===== src/rtl/ordena_pkg.sv =====
// ordena_pkg: shared defaults, mode encodings and sorted-pair type for ordena_2_num.
package ordena_pkg;
    localparam int WIDTH_DEF    = 9;
    localparam int ORDER_ASC    = 0;
    localparam int ORDER_DESC   = 1;
    localparam int CMP_UNSIGNED = 0;
    localparam int CMP_SIGNED   = 1;
    // lo/hi name the first/second output slot (n1/n2), so hi <= lo in descending mode.
    typedef struct packed {
        logic [WIDTH_DEF-1:0] lo;
        logic [WIDTH_DEF-1:0] hi;
        logic                 swapped;
        logic                 equal;
    } sorted_pair_t;
endpackage


===== src/rtl/ordena_cmp_swap.sv =====
// ordena_cmp_swap: combinational compare-and-swap of two operands.
module ordena_cmp_swap
    import ordena_pkg::*;
#(
    parameter int WIDTH      = WIDTH_DEF,
    parameter int DESCENDING = ORDER_ASC,
    parameter int SIGNED_CMP = CMP_UNSIGNED
) (
    input  logic [WIDTH-1:0] a,
    input  logic [WIDTH-1:0] b,
    output logic [WIDTH-1:0] first,
    output logic [WIDTH-1:0] second,
    output logic             swapped,
    output logic             equal
);
    logic w_a_lt_b;
    logic w_b_lt_a;
    always_comb begin
        w_a_lt_b = (SIGNED_CMP == CMP_SIGNED) ? ($signed(a) < $signed(b)) : (a < b);
        w_b_lt_a = (SIGNED_CMP == CMP_SIGNED) ? ($signed(b) < $signed(a)) : (b < a);
        // Strict compares keep equal operands in their original order.
        swapped  = (DESCENDING == ORDER_DESC) ? w_a_lt_b : w_b_lt_a;
        equal    = (a == b);
        first    = swapped ? b : a;
        second   = swapped ? a : b;
    end
endmodule


===== src/rtl/ordena_2_num.sv =====
// ordena_2_num: registered two-operand sorter, latency 1, full throughput.
module ordena_2_num
    import ordena_pkg::*;
#(
    parameter int WIDTH      = WIDTH_DEF,
    parameter int DESCENDING = ORDER_ASC,
    parameter int SIGNED_CMP = CMP_UNSIGNED
) (
    input  logic             clk,
    input  logic             rst,
    input  logic             ena,
    input  logic [WIDTH-1:0] n1_n,
    input  logic [WIDTH-1:0] n2_n,
    output logic [WIDTH-1:0] n1,
    output logic [WIDTH-1:0] n2,
    output logic             valid,
    output logic             swapped,
    output logic             equal
);
    logic [WIDTH-1:0] w_first;
    logic [WIDTH-1:0] w_second;
    logic             w_swapped;
    logic             w_equal;
    logic [WIDTH-1:0] r_n1;
    logic [WIDTH-1:0] r_n2;
    logic             r_valid;
    logic             r_swapped;
    logic             r_equal;

    ordena_cmp_swap #(
        .WIDTH      (WIDTH),
        .DESCENDING (DESCENDING),
        .SIGNED_CMP (SIGNED_CMP)
    ) u_cmp_swap (
        .a       (n1_n),
        .b       (n2_n),
        .first   (w_first),
        .second  (w_second),
        .swapped (w_swapped),
        .equal   (w_equal)
    );

    always_ff @(posedge clk) begin
        if (rst) begin
            r_n1      <= '0;
            r_n2      <= '0;
            r_valid   <= 1'b0;
            r_swapped <= 1'b0;
            r_equal   <= 1'b0;
        end else if (ena) begin
            r_n1      <= w_first;
            r_n2      <= w_second;
            r_valid   <= 1'b1;
            r_swapped <= w_swapped;
            r_equal   <= w_equal;
        end
    end

    assign n1      = r_n1;
    assign n2      = r_n2;
    assign valid   = r_valid;
    assign swapped = r_swapped;
    assign equal   = r_equal;
endmodule


===== config.mk =====
export PLATFORM = sky130hd
export DESIGN_NAME = ordena_2_num
export DESIGN_NICKNAME = d
export VERILOG_FILES = /design/src/rtl/ordena_pkg.sv /design/src/rtl/ordena_cmp_swap.sv /design/src/rtl/ordena_2_num.sv
export SDC_FILE = /design/constraint.sdc
export NUM_CORES = 1
export LEC_CHECK = 0
export ABC_AREA = 1
export CAP_MARGIN = 10
export CORE_ASPECT_RATIO = 1.5
export CORE_MARGIN = 5
export CORE_UTILIZATION = 47
export CTS_CLUSTER_DIAMETER = 100
export CTS_CLUSTER_SIZE = 10
export DETAILED_ROUTE_END_ITERATION = 8
export HOLD_SLACK_MARGIN = 0.05
export PLACE_DENSITY = 0.8
export SYNTH_ARGS = -nofsm -noshare
export SYNTH_HDL_FRONTEND = slang
export SYNTH_SLANG_ARGS = --single-unit

===== constraint.sdc =====
create_clock -name clk -period 2.7 [get_ports clk]
set_clock_uncertainty 0.2 [all_clocks]
set_input_delay 0.81 -clock clk [delete_from_list [all_inputs] [get_ports clk]]
set_output_delay 0.81 -clock clk [all_outputs]
set_load 0.05 [all_outputs]

==> results by group, run 1 <==
Clock tree
  – H-Tree Depth: 1
  – CTS Buf Count: 3
  – Clock transition at path regs: 80 ps
  – Clock sink total: 21
  – CTS tree: built
  – Skew-Pair Late Insertion Delay: 270 ps
  – CTS max path bufs: 2
  – Hold-fix buffers, CTS: 0
  – CTS root buffer: clkbuf_8

STA
  – Count of pins over their slew limit: 0
  – Slew HR: 66.1%
  – Fin crit period: 2590 ps
  – Final hold viol count: 0
  – RSZ-0062 raised after global routing: true
  – Highest clock rate: 386 MHz
  – Final Cycle Share: 95.8%
  – Worst-Margin Slew: 507 ps
  – Fin worst setup slack: 112 ps
  – Final setup TNS: 0 ps
  – Final count of negative-setup-slack endpoints: 0

Routing
  – Drt wl/cell: 11.8 um
  – Final wirelength: 3630 um
  – Pre-antenna DRT Iters: 4
  – Number of DRC violations after detailed-routing iteration 0: 68
  – ANT nets after route: 0
  – Via count: 1506
  – Remaining DRCs: 0
  – Drt via density: 4.87

Yosys
  – FFs w/ async S/R, synth: 0%
  – Net count after synthesis: 239
  – Synth Register Bits: 21
  – Synth cell count leaders: 39 x nand2_1, 39 x nor2_1, 33 x inv_1, 21 x dfxtp_1, 19 x nand4_1
  – Synth top area share: 29.8%
  – Synthesized instance count: 209
  – Post-synth EDFFs: 0
  – Largest cells by area after synthesis: dfxtp_1 30%, nand2_1 10%, nor2_1 10%, inv_1 8.8%, nand4_1 8.4%
  – Netlist cell types: 20
  – Synthesis Warnings: 0
  – Synthesized area: 1410 um^2
  – Area leader, netlist: dfxtp_1
  – Syn_area_per_cell: 6.75 um^2
  – Main flop type after synthesis: dfxtp_1
  – Register area share after synthesis: 29.8%

Setup path
  – Startpoint Class: input pin
  – Worst path required time: 2670 ps
  – CP max FO: 10
  – Crit Path Class: input pin to flop
  – Crit path DAT: 2560 ps
  – R2r endpoint: n2[0]$_SDFFE_PP0P_
  – Reg2Reg Depth: 4
  – Slowest cell on crit path: clkdlybuf4s50_1
  – Worst R2R Setup Slack: 1770 ps
  – CP endpoint kind: flop
  – Max incr delay on CP: 500 ps
  – Reg-to-reg startpoint: n2[0]$_SDFFE_PP0P_
  – Cell Chain, Critical Path: clkdlybuf4s50_1 > inv_1 > ha_1 > nand2_2 > inv_2 > a21oi_4 > nand3_4 > nand2_1 > nand3_1 > nand2_1 > inv_1

Floorplanning
  – # IOs: 42
  – Chip width: 54.7 um
  – Area of the core: 2910 um^2
  – FP Rows: 24
  – Initial Util: 48.4%
  – DIE HEIGHT: 77.1 um
  – Die ar.: 4220 um^2

Place
  – Cell area after placement: 1990 um^2
  – GPL Wtd Cong: 0.825
  – Setup WS pre-CTS: -185 ps
  – Port Buffers: 41
  – DP Wirelength: 2610 um

Cells and area
  – Area of the multi-input gates: 782 um^2
  – Nets: 301
  – Register area: 420 um^2
  – Share of cells above drive strength 1: 17.0%
  – Layout area overhead: 45.8%
  – N_diodes: 0
  – Fillers: 258
  – Cell area after layout: 2060 um^2

Power
  – Leakage: 1.07 nW
  – PwrDens: 456 nW/um^2
  – Worst vdd ir: 390 uV

Global route
  – Gr usage total: 18.4%
  – Vias in the first global route: 1361
  – Largest net degree at the start of global routing: 42
  – Initial antenna violation count: 0
  – First-pass GRT wire length: 5910 um
  – Gr ovfl total: 0

Min path
  – Worst min path class: flop to flop
  – Worst Hold Depth: 2
  – Hold path endpoint: valid$_SDFFE_PP0P_
  – HP Start: valid$_SDFFE_PP0P_

Flow run
  – Max_cap viols: 0

Outcome
  – Status: completed
## cells by family (layout without fill, tap and decap cells)
logic type	Yosys count	in the layout	share of synthesized area (%)
DFF	21	21	29.8
AOI/OAI and AO/OA	6	6	2.93
and+or+nand+nor	128	129	43.3
adders and majority gates	9	9	7.99
buffers and inverters	45	105	16.0
## worst max path at each step
stage	end	startpoint	depth (start not counted)	slack (ps)
floorplan	n1[1]$_SDFFE_PP0P_	n1_n[8]	11	330
finish	n2[3]$_SDFFE_PP0P_	n1_n[7]	11	110
global placement	n2[3]$_SDFFE_PP0P_	n1_n[8]	11	-180
detailed placement	n2[0]$_SDFFE_PP0P_	n1_n[7]	11	-190
CTS	n2[3]$_SDFFE_PP0P_	n1_n[7]	11	60
global route	n2[6]$_SDFFE_PP0P_	n1_n[6]	11	-20
## cells in the final DEF (no fill, tap or decap), drive strengths merged
master / instances
a21oi: 4
buf: 26
clkbuf: 3
clkdlybuf4s50: 41
clkinv: 1
dfxtp: 21
ha: 9
inv: 34
nand2: 49
nand3: 21
nand4: 19
nor2: 40
o21ai: 2
## metal layers
layer / track usage (%) / wire, um / vias up
li1: - / - / 788
met1: 22.2 / 1420 / 652
met2: 31.2 / 1900 / 53
met3: 1.16 / 190 / 13
met4: 8.48 / 114 / 0
met5: 0 / 0 / -
## registers in the layout, summed over array words and instances (netlist names)
name     cells
equal        1
n1           9
n2           9
swapped      1
valid        1
## final cells by class
| type | count | share of cell area (%) |
|---|---|---|
| multi-input cells | 144 | 38.0 |
| repair buffers | 67 | 30.7 |
| flip-flops and latches | 21 | 20.5 |
| inverters | 34 | 6.21 |
| well taps | 39 | 2.37 |
| clock buffers | 3 | 2.01 |
| clock inverters | 1 | 0.243 |
## where the power goes
part / switching (mW) / leakage [nW] / total (mW) / internal (mW)
Combinational: 0.223 / 0.874 / 0.371 / 0.148
Clock: 0.114 / 0.0255 / 0.217 / 0.103
Sequential: 0.0142 / 0.175 / 0.350 / 0.335
## worst max-delay path, delay by kind of cell
family | cells | cell delay [ps]
AO/OA/AOI/OAI | 1 | 230
adder cells (fa/ha/maj) | 1 | 300
buffers and inverters | 4 | 650
AND/OR/NAND/NOR | 5 | 560
## repair_timing
item,CTS,global route
resized for setup,0,1
setup endpoints to repair,0,11
buffers inserted,0,0
## stage by stage
step	hold slack (ps)	instances	total power, mW	util, %
2_1_floorplan	486	209	0.593	-
3_3_place_gp	244	304	0.717	68.4
3_5_place_dp	250	304	0.723	68.4
4_1_cts	271	308	0.936	70.0
5_1_grt	292	309	0.985	70.6
6_report	268	309	0.937	70.6
(Power assumes the default switching activity.)
==> run 2: changes to the inputs <==
- CORE_UTILIZATION: 47 -> 38
- PLACE_DENSITY: 0.8 -> 0.67
- SETUP_SLACK_MARGIN: default -> 0.3
==> results by group, run 2 (synthesis results as in run 1) <==
Global route
  – First-pass GRT wire length: 6530 um (+11%)
  – Largest net degree at the start of global routing: 42 (unchanged)
  – Initial antenna violation count: 0 (unchanged)
  – Gr ovfl total: 0 (unchanged)
  – Vias in the first global route: 1456 (+7.0%)
  – Gr usage total: 16.4% (-2.0 points)

Setup path
  – Cell Chain, Critical Path: dlygate4sd2_1 > ha_4 > nand2_1 > nor2_4 > buf_12 > nand2_8 > buf_6 > nand4_1 > nand3_1 > nand2_1 > inv_1
  – CP endpoint: n2[0]$_SDFFE_PP0P_
  – CP max FO: 7 (-3)
  – Critical path's most frequent cell: nand2_1
  – Crit path from: n2_n[6]
  – R2r endpoint: n2[4]$_SDFFE_PP0P_
  – Worst R2R Setup Slack: 1820 ps (+50 ps)
  – Slowest cell on crit path: dlygate4sd2_1
  – Reg-to-reg startpoint: n2[4]$_SDFFE_PP0P_
  – Reg2Reg Depth: 4 (unchanged)
  – Max incr delay on CP: 290 ps (-210 ps)
  – Startpoint Class: input pin
  – Worst path required time: 2670 ps (about the same)
  – Crit Path Class: input pin to flop
  – Crit path DAT: 2300 ps (-260 ps)
  – CP endpoint kind: flop

Place
  – DP Wirelength: 2700 um (+3.4%)
  – Port Buffers: 41 (unchanged)
  – GPL Wtd Cong: 0.827 (+0.17%)
  – Cell area after placement: 1970 um^2 (-1.1%)

Routing
  – Remaining DRCs: 0 (unchanged)
  – Via count: 1552 (+3.1%)
  – Number of DRC violations after detailed-routing iteration 0: 42 (-38%)
  – Drt via density: 4.88 (+0.14%)
  – ANT nets after route: 0 (unchanged)
  – Pre-antenna DRT Iters: 4 (unchanged)
  – Drt wl/cell: 13.2 um (+12%)
  – Final wirelength: 4200 um (+16%)

Clock tree
  – Skew-Pair Late Insertion Delay: 250 ps (-20 ps)
  – Clock sink total: 21 (unchanged)
  – CTS root buffer: clkbuf_8
  – H-Tree Depth: 1 (unchanged)
  – Clock transition at path regs: 80 ps (about the same)
  – CTS Buf Count: 3 (unchanged)
  – CTS tree: built
  – CTS max path bufs: 2 (unchanged)

Cells and area
  – Area of the multi-input gates: 895 um^2 (+14%)
  – Layout area overhead: 56.3%
  – Most frequent cells in the layout: 38 x nor2_1, 36 x nand2_1, 32 x dlygate4sd2_1
  – Register area: 420 um^2 (unchanged)
  – Share of cells above drive strength 1: 23.3% (+6.2 points)
  – N_diodes: 0 (unchanged)
  – Cell area after layout: 2200 um^2 (+7.2%)
  – Nets: 306 (+1.7%)
  – Fillers: 325 (+26%)
  – Commonest non-fill, non-tap cell in the layout: nor2_1

STA
  – Final hold viol count: 0 (unchanged)
  – Final Cycle Share: 86.6% (-9.2 points)
  – Fin crit period: 2340 ps (-249 ps)
  – Worst-Margin Slew: 498 ps (-8.58 ps)
  – Highest clock rate: 428 MHz (+11%)
  – Final count of negative-setup-slack endpoints: 0 (unchanged)
  – Count of pins over their slew limit: 0 (unchanged)
  – Slew HR: 66.9% (+0.81 points)
  – RSZ-0062 raised after global routing: false

Floorplanning
  – Die ar.: 5050 um^2 (+20%)
  – FP Rows: 27 (+13%)
  – Area of the core: 3610 um^2 (+24%)
  – Initial Util: 39.0% (-9.4 points)
  – Chip width: 59.7 um (+9.2%)
  – # IOs: 42 (unchanged)
  – DIE HEIGHT: 84.6 um (+9.8%)

Min path
  – Worst Hold Depth: 2 (unchanged)
  – Worst min path class: flop to flop

Power
  – Worst vdd ir: 327 uV (-16%)
  – Final Power: 0.950 mW (+1.4%)
  – PwrDens: 431 nW/um^2 (-5.4%)
  – Leakage: 1.23 nW (+15%)

Outcome
  – Status: completed

Flow run
  – Max_cap viols: 0 (unchanged)
-- run 2: worst max-delay path: cells and delay by family --
kind	cells	cell delay [ps]
buffers and inverters	4	590
and+or+nand+nor	6	610
adders and majority gates	1	280
-- run 2: power by group --
group | leakage [nW] | switching (mW) | internal (mW)
clock | 0.0228 | 0.103 | 0.105
combinational | 1.03 | 0.245 | 0.148
sequential | 0.175 | 0.0136 | 0.335
total | 1.23 | 0.362 | 0.588
-- run 2: how the worst min path moves through the flow --
stage / start / end
floorplan: valid$_SDFFE_PP0P_ / valid$_SDFFE_PP0P_
global placement: valid$_SDFFE_PP0P_ / valid$_SDFFE_PP0P_
detailed placement: valid$_SDFFE_PP0P_ / valid$_SDFFE_PP0P_
CTS: valid$_SDFFE_PP0P_ / valid$_SDFFE_PP0P_
global route: valid$_SDFFE_PP0P_ / valid$_SDFFE_PP0P_
finish: valid$_SDFFE_PP0P_ / valid$_SDFFE_PP0P_
-- run 2: cell type report --
type | instances | area share (%)
clock buffer | 4 | 2.04
inverter | 34 | 5.79
multi-input combinational | 146 | 40.6
sequential | 21 | 19.1
tap | 43 | 2.44
timing repair buffer | 70 | 30.0
-- run 2: per-layer routing --
| layer | routed length (um) | global-route usage [%] |
|---|---|---|
| met1 | 1630 | 19.4 |
| met4 | 58 | 4.64 |
| met5 | 0 | 0 |
| met3 | 172 | 1.54 |
| met2 | 2340 | 29.8 |
-- run 2: what timing repair did --
| action | 4_1_cts | 5_1_grt |
|---|---|---|
| hold buffers | 0 | 0 |
| gates cloned | 4 | 0 |
| pin swaps | 12 | 11 |
| gates resized for setup | 53 | 17 |
| setup endpoints to repair | 40 | 18 |
| setup buffers | 3 | 1 |
-- run 2: stage by stage --
step	TNS, ps	setup slack [ps]	utilization (%)	std cells	hold slack, ps
floorplan	0	330	-	209	486
global placement	-2540	-160	54.5	306	249
detailed placement	-2930	-186	54.5	306	258
CTS	0	311	58.8	317	273
global route	0	283	61.0	318	289
finish	0	362	61.0	318	265
==> run 3: changes to the inputs <==
- GPL_TIMING_DRIVEN: default -> 0
==> results by group, run 3 (synthesis results as in run 1) <==
Outcome
  – Status: completed

Routing
  – Via count: 1532 (-1.3%)
  – Number of DRC violations after detailed-routing iteration 0: 49 (+17%)
  – Final wirelength: 4040 um (-3.7%)
  – Drt wl/cell: 12.9 um (-2.1%)
  – Remaining DRCs: 0 (unchanged)
  – Pre-antenna DRT Iters: 4 (unchanged)
  – ANT nets after route: 0 (unchanged)
  – Drt via density: 4.89 (+0.29%)

Power
  – Leakage: 1.17 nW (-4.9%)
  – PwrDens: 468 nW/um^2 (+8.5%)
  – Comb pwr share: 41.8% (+0.5 points)
  – Final Power: 0.963 mW (+1.3%)
  – Sequential share of power: 36.0% (-0.7 points)
  – Worst vdd ir: 313 uV (-4.4%)
  – Clock power frac: 22.2% (+0.3 points)
  – Switching power total: 0.366 mW (+1.0%)
  – P_int: 0.597 mW (+1.5%)
  – Switching Share: 38.0% (-0.12 points)

Clock tree
  – CTS Buf Count: 3 (unchanged)
  – Hold-fix buffers, CTS: 0 (unchanged)
  – H-Tree Depth: 1 (unchanged)
  – Skew-Pair Late Insertion Delay: 260 ps (about the same)
  – CTS tree: built
  – CTS root buffer: clkbuf_8
  – Clock sink total: 21 (unchanged)
  – CTS max path bufs: 2 (unchanged)
  – Clock transition at path regs: 80 ps (about the same)

Min path
  – Worst min path class: flop to flop
  – Worst Hold Depth: 2 (unchanged)

Setup path
  – Crit Path Class: input pin to flop
  – Worst path required time: 2670 ps (about the same)
  – Startpoint Class: input pin
  – Reg2Reg Depth: 4 (unchanged)
  – CP max FO: 5 (-2)
  – Crit path DAT: 2280 ps (-20 ps)
  – CP endpoint kind: flop

STA
  – Final setup TNS: 0 ps (unchanged)
  – RSZ-0062 raised after global routing: false
  – Final Cycle Share: 85.7% (-0.94 points)
  – Final count of negative-setup-slack endpoints: 0 (unchanged)
  – Fin crit period: 2310 ps (-25.4 ps)
  – Final hold viol count: 0 (unchanged)
  – Count of pins over their slew limit: 0 (unchanged)
  – Slew HR: 65.3% (-1.6 points)
  – Highest clock rate: 432 MHz (+1.1%)
  – Fin worst setup slack: 387 ps (+25.4 ps)
  – Worst-Margin Slew: 521 ps (+22.7 ps)

Cells and area
  – Finished Core Util: 56.9% (-4.0 points)
  – Most frequent cells in the layout: 38 x nor2_1, 36 x nand2_1, 30 x inv_1
  – Nets: 301 (-1.6%)
  – Post-Layout Cell Count: 313 (-1.6%)
  – Commonest non-fill, non-tap cell in the layout: nor2_1
  – N_diodes: 0 (unchanged)
  – Layout area overhead: 46.0%
  – Share of cells above drive strength 1: 28.1% (+4.9 points)

Floorplanning
  – FP Rows: 27 (unchanged)
  – Initial Util: 39.0% (unchanged)
  – DIE HEIGHT: 84.6 um (unchanged)
  – Chip width: 59.7 um (unchanged)
  – # IOs: 42 (unchanged)
  – Area of the core: 3610 um^2 (unchanged)
  – Die ar.: 5050 um^2 (unchanged)

Global route
  – Initial antenna violation count: 0 (unchanged)
  – Gr usage total: 17.5% (+1.2 points)
  – Largest net degree at the start of global routing: 13 (-69%)
  – Gr ovfl total: 0 (unchanged)
  – Vias in the first global route: 1580 (+8.5%)
  – First-pass GRT wire length: 7000 um (+7.1%)

Place
  – GPL Wtd Cong: 0.865 (+4.6%)
  – DP Wirelength: 2810 um (+4.0%)
  – Port Buffers: 39 (-4.9%)
  – Setup WS pre-CTS: -394 ps (-208 ps)
  – Dpl cells: 291 (-4.9%)

Flow run
  – Max_cap viols: 0 (unchanged)
## run 3: changes by cell type in the layout (fill, tap and decap cells not counted), moves of 2 or more
cell,delta
clkbuf_2,+11
dlygate4sd2_1,-10
buf_6,-9
buf_2,+5
clkbuf_8,+3
clkdlybuf4s50_1,-3
nand3_4,-3
buf_4,+2
clkdlybuf4s15_1,-2
dlymetal6s2s_1,-2
## run 3: final timing paths
| check | startpoint | end | slack, ps |
|---|---|---|---|
| max | n1_n[4] | n2[2]$_SDFFE_PP0P_ | 390 |
| min | valid$_SDFFE_PP0P_ | valid$_SDFFE_PP0P_ | 270 |
| max reg2reg | n1[6]$_SDFFE_PP0P_ | n1[6]$_SDFFE_PP0P_ | 1790 |
| min reg2reg | valid$_SDFFE_PP0P_ | valid$_SDFFE_PP0P_ | 270 |
## run 3: per-layer routing
layer / wire [um] / GRT usage (%) / vias up
met5: 0 / 0 / -
met4: 110 / 7.26 / 0
met3: 178 / 3.23 / 10
met2: 2170 / 30.3 / 39
met1: 1580 / 20.3 / 701
li1: - / - / 782
## run 3: cell type report
| class | instances | area (um^2) |
|---|---|---|
| Tap cell | 43 | 53.8 |
| Buffer | 11 | 101 |
| Sequential cell | 21 | 420 |
| Timing Repair Buffer | 57 | 470 |
| Multi-Input combinational cell | 143 | 838 |
| Inverter | 34 | 128 |
| Fill cell | 363 | 1560 |
| Clock inverter | 1 | 5.00 |
| Clock buffer | 3 | 41.3 |
## run 3: worst max-delay path, stage by stage
cell,delay [ps]
buf_2,120
inv_2,50
ha_4,260
nand2_2,60
buf_4,130
nor2_2,140
nand3_4,120
buf_4,160
buf_4,140
nand4_1,80
nand3_1,100
nand2_1,80
inv_1,30
## run 3: power groups by stage
| stage | Clock (mW) | Combinational (mW) | Sequential (mW) |
|---|---|---|---|
| floorplan | 0 | 0.150 | 0.443 |
| global placement | 0 | 0.353 | 0.355 |
| detailed placement | 0 | 0.356 | 0.355 |
| CTS | 0.216 | 0.395 | 0.347 |
| global route | 0.233 | 0.442 | 0.350 |
| finish | 0.214 | 0.402 | 0.347 |
## run 3: metrics by stage
stage | instance area [um^2] | hold WS (ps)
after global routing | 2060 | 339
after CTS | 2050 | 273
after floorplan | 1410 | 486
final | 2060 | 267
after detailed placement | 1850 | 259
after global placement | 1850 | 257
## run 3: what timing repair did
item / 4_1_cts / 5_1_grt
endpoints found under the setup margin: 40 / 19
resized for setup: 54 / 39
cloned: 1 / 0
setup buffers: 11 / 6
hold endpoints to repair: 0 / 0
pin swaps: 7 / 14
==> edit, RTL diff (flow settings as in run 2) <==
Add an input register stage for `ena`, `n1_n` and `n2_n`, without a reset; this delays them by one clock.
--- a/src/rtl/ordena_2_num.sv
+++ b/src/rtl/ordena_2_num.sv
@@ -17,6 +17,17 @@
     output logic             swapped,
     output logic             equal
 );
+
+    logic ena_q;
+    logic [WIDTH-1:0] n1_n_q;
+    logic [WIDTH-1:0] n2_n_q;
+
+    always_ff @(posedge clk) begin
+        ena_q  <= ena;
+        n1_n_q <= n1_n;
+        n2_n_q <= n2_n;
+    end
+
     logic [WIDTH-1:0] w_first;
     logic [WIDTH-1:0] w_second;
     logic             w_swapped;
@@ -32,8 +43,8 @@
         .DESCENDING (DESCENDING),
         .SIGNED_CMP (SIGNED_CMP)
     ) u_cmp_swap (
-        .a       (n1_n),
-        .b       (n2_n),
+        .a       (n1_n_q),
+        .b       (n2_n_q),
         .first   (w_first),
         .second  (w_second),
         .swapped (w_swapped),
@@ -47,7 +58,7 @@
             r_valid   <= 1'b0;
             r_swapped <= 1'b0;
             r_equal   <= 1'b0;
-        end else if (ena) begin
+        end else if (ena_q) begin
             r_n1      <= w_first;
             r_n2      <= w_second;
             r_valid   <= 1'b1;
Check against the original RTL: not equivalent (Yosys sat finds a counterexample within 4 cycles, from zero or initial values and one cycle with rst high).
==> edit against run 2 <==
  * Sequential power up 88%
  * Wire length down 13%
  * First-iteration DRC count up 31%
  * Critical path depth down 10
  * Largest cell class is now sequential cells
  * Clock power up 71%
  * Critical path type is now flip-flop to output pin
  * Sequential cell count up 19
  * Total power up 40%
  * Setup slack better by 0.17 ns
  * Highest routed layer unchanged
  * Synthesized area up 27%
  * Worst hold slack better by 0.030 ns
  * Sequential share of layout area up 16 points
  * Count of clock-buffer cells in the layout up 2
  * Design area up 2.8%
  * Register-to-register slack worse by 1.3 ns
==> edit: results (changes against run 2) <==
Clock Latency Late Sink -> 0.29 ns (+0.04 ns)
Vias/cell -> 4.48 (-8.2%)
post-synthesis sequential area ratio -> 44.7% (+15 points)
worst vdd ir -> 0.000311 V (-4.8%)
hold slack -> 0.295 ns (+0.0300 ns)
Post-Syn Instances -> 228 (+9.1%)
Num CTS Buffers -> 5 (+2)
Setup Fix Bufs, Post-CTS -> 0 (-3)
CP Max Fanout -> 2 (-5)
GP Congestion -> 0.804 (-2.8%)
area post-placement -> 2210 µm² (+12%)
Worst Path Arrival -> 1.16 ns (-1.14 ns)
vias in the first global route -> 1352 (-7.1%)
synth cell count leaders -> 40 x dfxtp_1, 39 x nand2_1, 39 x nor2_1
GRT Overall Usage -> 13.2% (-3.1 points)
pre-CTS WS -> 0.553 ns (+0.739 ns)
DRT iter0 DRCs -> 55 (+31%)
PortBufs -> 41 (unchanged)
R2R Setup Slk -> 0.57 ns (-1.25 ns)
Post-layout nets -> 299 (-2.3%)
relative max-transition margin -> 66.5% (-0.45 points)
wire per inst -> 10.9 µm (-17%)
H-tree Lvls -> 2 (+1)
worst r2r src -> n1_n_q[4]
largest net degree at the start of global routing -> 42 (unchanged)
Synthesized Nets -> 258 (+7.9%)
most area-consuming cells after synthesis -> dfxtp_1 45%, nand2_1 8.2%, nor2_1 8.2%
DP Cell Count -> 326 (+6.5%)
first-pass GRT wire length -> 6250 µm (-4.3%)
layout cell share with drive strength beyond 1 -> 9.29% (-14 points)
Filler Cells Inserted -> 461 (+42%)
Leak -> 1.20 nW (-2.9%)
Top delay family on crit path -> buffers and inverters
status -> complete, no violations
Vias -> 1492 (-3.9%)
switch share -> 31.1% (-7.0 points)
Post-DP HPWL -> 2660 µm (-1.7%)
reg2reg path depth -> 10 (+6)
RR Endpoint -> n2[3]
==> edit: worst max path at each step <==
stage	start	endpoint	slack (ns)	depth (start not counted)
floorplan	n1_n_q[8]	n1[1]	0.80	11
global placement	n2[2]	n2[2]	0.56	1
detailed placement	n2[2]	n2[2]	0.55	1
CTS	n2[2]	n2[2]	0.50	1
global route	n1_n_q[4]	n2[8]	0.40	10
finish	valid	valid	0.53	1
==> edit: kinds of logic (layout without fill, tap and decap cells) <==
| group | after synthesis | after routing | share of synthesized area (%) |
|---|---|---|---|
| compound gates | 6 | 6 | 2.31 |
| buf+inv | 45 | 86 | 12.6 |
| simple gates | 128 | 128 | 34.1 |
| fa+ha+maj | 9 | 9 | 6.29 |
| flops | 40 | 40 | 44.7 |
==> edit: cell type report <==
type	count	area, µm²	share of cell area, %
tap	64	80.1	3.54
inverter	34	128	5.64
multi-input combinational	143	764	33.8
sequential	40	801	35.4
clock buffer	6	72.6	3.20
clock inverter	1	5.00	0.221
timing repair buffer	45	414	18.3
==> edit: power groups by stage <==
stage | Combinational [mW] | Clock (mW) | Sequential, mW
after detailed placement | 0.335 | 0 | 0.670
after CTS | 0.319 | 0.373 | 0.655
after global placement | 0.333 | 0 | 0.669
after global routing | 0.350 | 0.392 | 0.661
final | 0.316 | 0.357 | 0.655
after floorplan | 0.149 | 0 | 0.755
==> edit: what timing repair did <==
item	in CTS	in global routing
gates resized for setup	21	0
endpoints found under the setup margin	21	0
hold buffers	0	0
==> edit: routing by layer <==
metal / up-vias / wire (µm) / global-route usage [%]
met5: - / 0 / 0
met4: 0 / 91 / 8.14
met3: 6 / 204 / 2.40
met2: 48 / 1860 / 22.4
met1: 641 / 1480 / 15.1
li1: 797 / - / -
